`src/rtl/uart_mouse_transmitter.sv`:
```
// uart_mouse_transmitter: serialises a mouse sample into the 6-byte 8N1 UART mouse packet.
// Define UART_MOUSE_TX_CHECKSUM_EN to append a 7th byte holding the XOR of bytes 1..5.
module uart_mouse_transmitter #(
    parameter int FREQ_HZ  = 27000000,
    parameter int BAUD     = 115200,
    parameter int GAP_BITS = 0
) (
    input  logic       clk,
    input  logic       rst_n,
    input  logic [8:0] mouse_x,
    input  logic [8:0] mouse_y,
    input  logic [2:0] buttons,
    input  logic       send,
    output logic       ready,
    output logic       uart_txd,
    output logic       packet_sent,
    output logic [3:0] led
);
    localparam int DIV = FREQ_HZ / BAUD;
    localparam int CW  = $clog2(16 * DIV);
`ifdef UART_MOUSE_TX_CHECKSUM_EN
    localparam int NB = 7;
`else
    localparam int NB = 6;
`endif
    localparam logic [2:0]    LAST    = 3'(NB - 1);
    localparam logic [CW-1:0] BIT_END = CW'(DIV - 1);
    localparam logic [CW-1:0] GAP_END = CW'(GAP_BITS * DIV - 1);

    typedef enum logic [2:0] {IDLE, START, DATA, STOP, GAP} state_t;

    state_t          state;
    logic [CW-1:0]   cnt;
    logic [2:0]      bit_idx;
    logic [2:0]      byte_idx;
    logic [8*NB-1:0] payload;
    logic [8*NB-1:0] frame;
    logic [47:0]     base;
    logic [1:0]      btn_l;
    logic [1:0]      led_btn;
    logic            led_tog;
    logic            tick;
    logic            finish;

    // Byte 0 sits in the LSBs so a plain right shift yields byte order and LSB-first bits.
    assign base = {5'b0, buttons, 7'b0, mouse_y[8], mouse_y[7:0], 7'b0, mouse_x[8], mouse_x[7:0], 8'hAA};
`ifdef UART_MOUSE_TX_CHECKSUM_EN
    assign frame = {base[15:8] ^ base[23:16] ^ base[31:24] ^ base[39:32] ^ base[47:40], base};
`else
    assign frame = base;
`endif

    assign tick   = (cnt == BIT_END) && (state != GAP);
    assign finish = (state == STOP && tick && byte_idx == LAST && GAP_BITS == 0) ||
                    (state == GAP && cnt == GAP_END);
    assign led    = {led_btn, led_tog, ~ready};

    always_ff @(posedge clk or negedge rst_n) begin
        if (!rst_n) begin
            state       <= IDLE;
            cnt         <= '0;
            bit_idx     <= '0;
            byte_idx    <= '0;
            payload     <= '0;
            btn_l       <= '0;
            led_btn     <= '0;
            led_tog     <= 1'b0;
            uart_txd    <= 1'b1;
            ready       <= 1'b1;
            packet_sent <= 1'b0;
        end else begin
            packet_sent <= finish;
            cnt         <= (state == IDLE || tick) ? '0 : cnt + 1'b1;
            if (finish) begin
                state    <= IDLE;
                ready    <= 1'b1;
                uart_txd <= 1'b1;
                led_tog  <= ~led_tog;
                led_btn  <= btn_l;
            end else begin
                case (state)
                    IDLE: if (send) begin
                        state    <= START;
                        ready    <= 1'b0;
                        uart_txd <= 1'b0;
                        payload  <= frame;
                        btn_l    <= buttons[1:0];
                        byte_idx <= '0;
                    end
                    START: if (tick) begin
                        state    <= DATA;
                        bit_idx  <= '0;
                        uart_txd <= payload[0];
                        payload  <= payload >> 1;
                    end
                    DATA: if (tick) begin
                        if (bit_idx == 3'd7) begin
                            state    <= STOP;
                            uart_txd <= 1'b1;
                        end else begin
                            bit_idx  <= bit_idx + 3'd1;
                            uart_txd <= payload[0];
                            payload  <= payload >> 1;
                        end
                    end
                    STOP: if (tick) begin
                        if (byte_idx != LAST) begin
                            state    <= START;
                            byte_idx <= byte_idx + 3'd1;
                            uart_txd <= 1'b0;
                        end else begin
                            state <= GAP;
                        end
                    end
                    default: ;
                endcase
            end
        end
    end
endmodule

```
`config.mk`:
```
export PLATFORM = sky130hd
export DESIGN_NAME = uart_mouse_transmitter
export DESIGN_NICKNAME = d
export VERILOG_FILES = /design/src/rtl/uart_mouse_transmitter.sv
export SDC_FILE = /design/constraint.sdc
export NUM_CORES = 1
export LEC_CHECK = 0
export ABC_AREA = 1
export CAP_MARGIN = 10
export CORE_MARGIN = 3
export CORE_UTILIZATION = 30
export CTS_CLUSTER_SIZE = 16
export DETAILED_ROUTE_END_ITERATION = 10
export PLACE_DENSITY = 0.57
export SETUP_SLACK_MARGIN = 0.5
export SYNTH_ARGS = -nofsm -noshare
export SYNTH_HDL_FRONTEND = slang
export SYNTH_SLANG_ARGS = --single-unit
```
`constraint.sdc`:
```
create_clock -name clk -period 1.8 [get_ports clk]
set_clock_uncertainty 0.05 [all_clocks]
set_input_delay 0.18 -clock clk [delete_from_list [all_inputs] [get_ports clk]]
set_output_delay 0.18 -clock clk [all_outputs]
set_load 0.02 [all_outputs]
```
==> run_summary.xml, run 1 <==
<?xml version="1.0" encoding="UTF-8"?>
<metrics>
  <group name="finish">
    <metric name="antenna_cells" unit="">0</metric>
    <metric name="nets" unit="">575</metric>
    <metric name="instances_no_fill" unit="">718</metric>
    <metric name="area_delta_synth_final" unit="%">32.4</metric>
    <metric name="drive_above_1_share" unit="%">18.5</metric>
    <metric name="filler_cell_count" unit="">1243</metric>
    <metric name="design_area" unit="µm²">5090</metric>
  </group>
  <group name="setup_path">
    <metric name="critPathMaxFanout" unit="">20</metric>
    <metric name="critPathMaxStageDelay" unit="ps">370</metric>
    <metric name="critPathCaptureType" unit="">flop</metric>
    <metric name="crit_path_dat" unit="ps">1910</metric>
    <metric name="setup.worst_path.start_class" unit="">flop</metric>
    <metric name="crit_required" unit="ps">1960</metric>
    <metric name="ordered_cell_list_for_the_critical_path" unit="">ha_2, nand2_2, nor2_4, nand2_2, nor2_4, nand3_4, nand3_4, nor2_8, buf_12, nand2_1, nand2_1</metric>
    <metric name="slowest_stage" unit="">sky130_fd_sc_hd__dfrtp_1</metric>
    <metric name="timing.setup.critical_path_class" unit="">flop to flop</metric>
  </group>
  <group name="timing">
    <metric name="fin_crit" unit="ps">1740</metric>
    <metric name="setup-violations-final" unit="">0</metric>
    <metric name="achievable-frequency" unit="MHz">573</metric>
    <metric name="hold_violations" unit="">0</metric>
    <metric name="setup_slack" unit="ps">55.9</metric>
    <metric name="grt_setup_unrepaired" unit="">true</metric>
    <metric name="timing.setup.tns" unit="ps">0</metric>
    <metric name="period_share" unit="%">96.9</metric>
    <metric name="worstMarginPinSlew" unit="ps">522</metric>
    <metric name="relSlewSlack" unit="%">65.2</metric>
    <metric name="report.final.slew_viol_count" unit="">0</metric>
  </group>
  <group name="global_route">
    <metric name="grt-ovfl-total" unit="">0</metric>
    <metric name="grt_antenna_before_repair" unit="">0</metric>
    <metric name="grt_first_pass_wirelength" unit="mm">13.8</metric>
    <metric name="grt_start_max_net_pins" unit="">41</metric>
    <metric name="grt_pass1_vias" unit="">3044</metric>
    <metric name="grt_use_total" unit="%">11.8</metric>
  </group>
  <group name="die">
    <metric name="placement_rows" unit="">40</metric>
    <metric name="die-height" unit="µm">119</metric>
    <metric name="placeableCoreArea" unit="µm²">12300</metric>
    <metric name="pin_count" unit="">31</metric>
    <metric name="dieWidth" unit="µm">119</metric>
    <metric name="fp.dieArea" unit="µm²">14200</metric>
    <metric name="initial_utilization" unit="%">31.3</metric>
  </group>
  <group name="place">
    <metric name="dpl.cell_count" unit="">688</metric>
    <metric name="detailedPlacementHpwl" unit="mm">5.01</metric>
    <metric name="placement.setup.worst_slack" unit="ps">24.7</metric>
    <metric name="place_congestion" unit="">0.839</metric>
    <metric name="place.port_buffers" unit="">30</metric>
    <metric name="postPlaceCellArea" unit="µm²">4450</metric>
  </group>
  <group name="synthesis">
    <metric name="synth.cell_area" unit="µm²">3840</metric>
    <metric name="synth_top_area_cell" unit="">sky130_fd_sc_hd__dfrtp_1</metric>
    <metric name="synth-seq-area-share" unit="%">47.0</metric>
    <metric name="synthCells" unit="">494</metric>
    <metric name="ys_seq_elements" unit="">72</metric>
    <metric name="synth.area.top_cells" unit="">sky130_fd_sc_hd__dfrtp_1, sky130_fd_sc_hd__nand2_1, sky130_fd_sc_hd__o21bai_1, sky130_fd_sc_hd__inv_1, sky130_fd_sc_hd__o21ai_0</metric>
    <metric name="yosysTopAreaCellShare" unit="%">45.6</metric>
    <metric name="yosysWarnings" unit="">0</metric>
    <metric name="synth_area_per_cell" unit="µm²">7.78</metric>
    <metric name="synth.net_count" unit="">524</metric>
    <metric name="post_synth_num_cell_types" unit="">31</metric>
  </group>
  <group name="power_and_ir_drop">
    <metric name="power.leakage" unit="nW">2.59</metric>
    <metric name="vdd_ir_drop_max" unit="V">0.000700</metric>
    <metric name="power.density_cell_area" unit="nW/µm²">1530</metric>
  </group>
  <group name="clocking">
    <metric name="clk_path_buf_depth" unit="">2</metric>
    <metric name="htree_levels" unit="">3</metric>
    <metric name="cts_inserted_buffers" unit="">9</metric>
    <metric name="cts_root_buf" unit="">sky130_fd_sc_hd__clkbuf_16</metric>
    <metric name="cts.sink_count" unit="">72</metric>
    <metric name="clk_latency" unit="ps">330</metric>
    <metric name="clk_transition_reported_paths" unit="ps">60</metric>
    <metric name="tritoncts" unit="">built</metric>
  </group>
  <group name="min_path">
    <metric name="hold_path_class" unit="">input port to asynchronous set/reset pin</metric>
  </group>
  <group name="routing">
    <metric name="drt_drc_violations_left" unit="">0</metric>
    <metric name="drtIter0Drc" unit="">192</metric>
    <metric name="detail_route.vias_per_cell" unit="">4.40</metric>
    <metric name="drtAntennaViolNets" unit="">0</metric>
    <metric name="num_vias" unit="">3157</metric>
    <metric name="routed_wire_length_per_instance" unit="µm">11.4</metric>
    <metric name="dr.pass1.iters" unit="">4</metric>
    <metric name="route.final.wire_length" unit="mm">8.16</metric>
  </group>
  <group name="flow_run">
    <metric name="maxCapViolations" unit="">0</metric>
  </group>
  <group name="run_status">
    <metric name="run_status" unit="">finished clean</metric>
  </group>
</metrics>
## worst max-delay path, delay by kind of cell, from the launching register on
kind                       cells  cell delay [ps]
adders and majority gates      1              190
buffers and inverters          1              150
DFF                            1              370
and+or+nand+nor                9              850
## power breakdown
group | switching [mW] | total, mW | internal [mW]
combinational | 2.07 | 3.59 | 1.53
clock | 0.656 | 1.90 | 1.24
sequential | 0.184 | 2.29 | 2.11
total | 2.91 | 7.78 | 4.88
## state kept, by name, indices dropped and copies added, names as in the netlist, 2 cells and up
register  cells
payload      43
cnt          12
bit_idx       3
byte_idx      3
state         3
btn_l         2
led_btn       2
## synthesized netlist by cell type (all sizes together)
library cell  count
clkinv            1
or2               3
nand4             2
o21ai            36
clkbuf            2
a21oi             4
nand2           162
buf              18
nor3              4
inv              69
o21a              2
nor3b             5
and3              1
ha                6
nor2             45
o211ai            2
xor2              3
nand3            13
dfrtp            70
o21bai           44
dfstp             2
## area by class of cell
cell class	count	area, µm²	area share (%)
multi-input combinational	332	1840	36.2
clock buffer	10	239	4.70
tap	168	210	4.13
timing repair buffer	60	644	12.7
inverter	70	263	5.17
sequential	72	1810	35.5
clock inverter	6	82.6	1.62
## logic make-up (layout without fill, tap and decap cells)
group	Yosys count	after routing	share of synthesized area (%)
fa+ha+maj	6	6	1.95
compound gates	88	88	14.6
xor+xnor	3	3	0.684
buf+inv	90	146	9.70
flops	72	72	47.0
simple gates	235	235	26.1
## timing repair
action | 4_1_cts | 5_1_grt
setup endpoints to repair | 79 | 73
gates resized for setup | 37 | 30
hold buffers | 1 | 0
setup buffers | 6 | 5
pin swaps | 6 | 10
gates cloned | 1 | 1
endpoints found under the hold margin | 70 | 0
## layer usage
metal	GRT usage [%]	vias up	wire length (µm)
met1	15.3	1469	3890
met4	5.14	0	140
li1	-	1639	-
met3	3.13	11	249
met5	0	-	0
met2	18.5	38	3880
## cell usage in the layout (no fill, tap or decap), types with 3 or more instances in the layout
cell                              count
sky130_fd_sc_hd__clkbuf_16           10
sky130_fd_sc_hd__dlygate4sd2_1        4
sky130_fd_sc_hd__o21ai_1              7
sky130_fd_sc_hd__buf_2                3
sky130_fd_sc_hd__o21bai_1            44
sky130_fd_sc_hd__nor2_2               3
sky130_fd_sc_hd__nand2_2              9
sky130_fd_sc_hd__nand3_1              7
sky130_fd_sc_hd__buf_6                5
sky130_fd_sc_hd__nand3_4              3
sky130_fd_sc_hd__inv_2                7
sky130_fd_sc_hd__xor2_1               3
sky130_fd_sc_hd__nand3_2              3
sky130_fd_sc_hd__inv_1               62
sky130_fd_sc_hd__a21oi_1              4
sky130_fd_sc_hd__nand2_4              3
sky130_fd_sc_hd__clkinv_2             3
sky130_fd_sc_hd__dfrtp_1             68
sky130_fd_sc_hd__nor2_1              34
sky130_fd_sc_hd__nor3b_2              4
sky130_fd_sc_hd__buf_12               6
sky130_fd_sc_hd__or2_2                3
sky130_fd_sc_hd__nor3_1               4
sky130_fd_sc_hd__clkdlybuf4s50_1     22
sky130_fd_sc_hd__nand2_1            149
sky130_fd_sc_hd__o21ai_0             29
sky130_fd_sc_hd__nor2_4               7
sky130_fd_sc_hd__buf_4               16
sky130_fd_sc_hd__ha_2                 3
## stage by stage
step / hold WS (ps) / utilization (%) / total power, mW
after global placement: 202 / 36.3 / 5.56
after floorplan: -166 / - / 4.70
after global routing: 420 / 41.5 / 8.47
after detailed placement: 216 / 36.3 / 5.62
after CTS: 391 / 40.2 / 7.70
final: 375 / 41.5 / 7.78
## final timing paths
path	startpoint	endpoint	slack (ps)	cells after the start
max reg2reg	cnt[1]	payload[40]	60	11
min	rst_n	cnt[6]	380	3
max in group asynchronous	rst_n	state[0]	900	3
max	cnt[1]	payload[40]	60	11
min reg2reg	led_tog	led_tog	410	1
min in group clk	led_tog	led_tog	410	1
No activity file was read; power rests on OpenSTA's default activity.
==> inputs of run 2 (changes only) <==
--- a/config.mk
+++ b/config.mk
@@ -9,10 +9,9 @@
 export CAP_MARGIN = 10
 export CORE_MARGIN = 3
 export CORE_UTILIZATION = 30
-export CTS_CLUSTER_SIZE = 16
 export DETAILED_ROUTE_END_ITERATION = 10
 export PLACE_DENSITY = 0.57
-export SETUP_SLACK_MARGIN = 0.5
+export SETUP_SLACK_MARGIN = 0.4
 export SYNTH_ARGS = -nofsm -noshare
 export SYNTH_HDL_FRONTEND = slang
 export SYNTH_SLANG_ARGS = --single-unit
==> run_summary.xml, run 2 (synthesis results as in run 1) <==
<?xml version="1.0" encoding="UTF-8"?>
<metrics>
  <group name="clocking">
    <metric name="htree_levels" unit="">3</metric>
    <metric name="cts_inserted_buffers" unit="">9</metric>
    <metric name="cts_root_buf" unit="">sky130_fd_sc_hd__clkbuf_16</metric>
    <metric name="clk_path_buf_depth" unit="">2</metric>
    <metric name="clk_latency" unit="ps">320</metric>
    <metric name="clk_transition_reported_paths" unit="ps">60</metric>
    <metric name="cts.sink_count" unit="">72</metric>
    <metric name="tritoncts" unit="">built</metric>
  </group>
  <group name="timing">
    <metric name="achievable-frequency" unit="MHz">577</metric>
    <metric name="grt_setup_unrepaired" unit="">true</metric>
    <metric name="relSlewSlack" unit="%">68.0</metric>
    <metric name="hold_violations" unit="">0</metric>
    <metric name="period_share" unit="%">96.3</metric>
    <metric name="report.final.slew_viol_count" unit="">0</metric>
    <metric name="timing.hold.ws" unit="ps">293</metric>
    <metric name="fin_crit" unit="ps">1730</metric>
    <metric name="timing.setup.tns" unit="ps">0</metric>
    <metric name="worstMarginPinSlew" unit="ps">477</metric>
    <metric name="setup-violations-final" unit="">0</metric>
    <metric name="setup_slack" unit="ps">66.2</metric>
  </group>
  <group name="global_route">
    <metric name="met3_usage" unit="%">2.18</metric>
    <metric name="grt_start_max_net_pins" unit="">47</metric>
    <metric name="grt_use_total" unit="%">12.0</metric>
    <metric name="grt_pass1_vias" unit="">3072</metric>
    <metric name="grt_first_pass_wirelength" unit="mm">14.0</metric>
    <metric name="grt_most_used_layer" unit="">met2</metric>
    <metric name="grt_antenna_before_repair" unit="">0</metric>
    <metric name="grt-ovfl-total" unit="">0</metric>
    <metric name="grt_util_met1" unit="%">16.0</metric>
    <metric name="global_route.usage.met2" unit="%">18.7</metric>
  </group>
  <group name="power_and_ir_drop">
    <metric name="internal-power" unit="mW">4.84</metric>
    <metric name="power.density_cell_area" unit="nW/µm²">1500</metric>
    <metric name="clock_power_share" unit="%">22.7</metric>
    <metric name="power.leakage" unit="nW">2.64</metric>
    <metric name="sw_frac_of_total" unit="%">38.1</metric>
    <metric name="seq_power_share" unit="%">29.4</metric>
    <metric name="power.combinational.fraction" unit="%">47.9</metric>
    <metric name="vdd_ir_drop_max" unit="V">0.000739</metric>
    <metric name="power_switching" unit="mW">2.99</metric>
  </group>
  <group name="finish">
    <metric name="nets" unit="">583</metric>
    <metric name="final_cell_mix" unit="">sky130_fd_sc_hd__nand2_1, sky130_fd_sc_hd__dfrtp_1, sky130_fd_sc_hd__inv_1</metric>
    <metric name="antenna_cells" unit="">0</metric>
    <metric name="biggestRegsByFlops" unit="">payload: 43 flops, cnt: 12 flops</metric>
    <metric name="most_frequent_standard_cell_in_the_layout_excluding_fill_and_tap_cells" unit="">sky130_fd_sc_hd__nand2_1</metric>
    <metric name="drive_above_1_share" unit="%">20.4</metric>
    <metric name="design_area" unit="µm²">5210</metric>
    <metric name="utilization" unit="%">42.5</metric>
    <metric name="largest_register" unit="">payload</metric>
    <metric name="area_delta_synth_final" unit="%">35.5</metric>
    <metric name="number_of_flip_flops_under_the_largest_register_name" unit="">43</metric>
  </group>
  <group name="routing">
    <metric name="route.final.wire_length" unit="mm">8.34</metric>
    <metric name="dr.pass1.iters" unit="">4</metric>
    <metric name="detail_route.vias_per_cell" unit="">4.43</metric>
    <metric name="routed_wire_length_per_instance" unit="µm">11.5</metric>
    <metric name="drt_drc_violations_left" unit="">0</metric>
    <metric name="drtIter0Drc" unit="">175</metric>
    <metric name="drtAntennaViolNets" unit="">0</metric>
    <metric name="num_vias" unit="">3213</metric>
  </group>
  <group name="die">
    <metric name="die-height" unit="µm">119</metric>
    <metric name="pin_count" unit="">31</metric>
    <metric name="initial_utilization" unit="%">31.3</metric>
    <metric name="fp.dieArea" unit="µm²">14200</metric>
    <metric name="placement_rows" unit="">40</metric>
    <metric name="dieWidth" unit="µm">119</metric>
    <metric name="placeableCoreArea" unit="µm²">12300</metric>
  </group>
  <group name="place">
    <metric name="postPlaceCellArea" unit="µm²">4470</metric>
    <metric name="place.port_buffers" unit="">30</metric>
    <metric name="place_congestion" unit="">0.805</metric>
    <metric name="detailedPlacementHpwl" unit="mm">5.12</metric>
    <metric name="placement.setup.worst_slack" unit="ps">-8.42</metric>
  </group>
  <group name="run_status">
    <metric name="run_status" unit="">finished clean</metric>
  </group>
  <group name="flow_run">
    <metric name="maxCapViolations" unit="">0</metric>
  </group>
  <group name="setup_path">
    <metric name="setup.worst_path.start_class" unit="">flop</metric>
    <metric name="crit_required" unit="ps">1960</metric>
    <metric name="critPathMaxFanout" unit="">23</metric>
    <metric name="crit_path_dat" unit="ps">1890</metric>
    <metric name="critPathCaptureType" unit="">flop</metric>
    <metric name="timing.setup.critical_path_class" unit="">flop to flop</metric>
  </group>
  <group name="min_path">
    <metric name="hold_path_class" unit="">input port to asynchronous set/reset pin</metric>
  </group>
</metrics>
[run 2: changes by cell type in the layout (fill, tap and decap cells not counted), sizes merged]
| cell | delta |
|---|---|
| buf | +7 |
| bufinv | -1 |
| clkbuf | +3 |
| clkdlybuf4s15 | +1 |
| clkinv | -1 |
| clkinvlp | -1 |
[run 2: metal layers]
metal	vias up	wire (µm)
met5	-	0
met4	0	162
met3	9	166
met2	35	4080
met1	1519	3940
li1	1650	-
[run 2: cell type report]
class                           count  area [µm²]
Clock buffer                       13         260
Clock inverter                      3        40.0
Fill cell                        1211        7060
Inverter                           70         265
Multi-Input combinational cell    332        1890
Sequential cell                    72        1810
Tap cell                          168         210
Timing Repair Buffer               68         729
[run 2: repair_timing]
item	CTS	global route
endpoints found under the hold margin	15	0
cloned	1	0
hold buffers	1	0
buffers inserted	7	11
pin swaps	6	9
endpoints found under the setup margin	79	74
gates resized for setup	31	62
[run 2: path summary, 6_finish.rpt]
path | from | slack (ps) | endpoint | cells past startpoint
worst max-delay path | cnt[0] | 70 | payload[20] | 11
worst min-delay path | rst_n | 290 | cnt[7] | 2
worst max register to register | cnt[0] | 70 | payload[20] | 11
worst min register to register | uart_txd | 410 | uart_txd | 2
max in group asynchronous | rst_n | 790 | payload[14] | 3
min in group clk | uart_txd | 410 | uart_txd | 2
[run 2: per-stage QoR]
step                power (mW)  std cells
finish                    7.83        726
global route              8.52        726
floorplan                 4.70        494
CTS                       7.63        715
global placement          5.52        690
detailed placement        5.59        690
[run 2: power groups by stage]
stage,Combinational [mW],Clock (mW),Sequential (mW)
finish,3.75,1.78,2.30
global route,4.27,1.91,2.34
CTS,3.51,1.83,2.28
detailed placement,3.29,0,2.31
global placement,3.22,0,2.30
floorplan,2.42,0,2.28
[run 2: worst max-delay path, cell delays in order, from the launching register on]
cell and delay (ps):
sky130_fd_sc_hd__dfrtp_1 380, sky130_fd_sc_hd__ha_2 230, sky130_fd_sc_hd__nand2_4 70, sky130_fd_sc_hd__nor2_4 110, sky130_fd_sc_hd__nand2_2 70, sky130_fd_sc_hd__nor2_4 120, sky130_fd_sc_hd__nand3_4 110, sky130_fd_sc_hd__nand3_4 140
sky130_fd_sc_hd__nor2_8 50, sky130_fd_sc_hd__buf_12 150, sky130_fd_sc_hd__nand2_1 60, sky130_fd_sc_hd__nand2_1 60
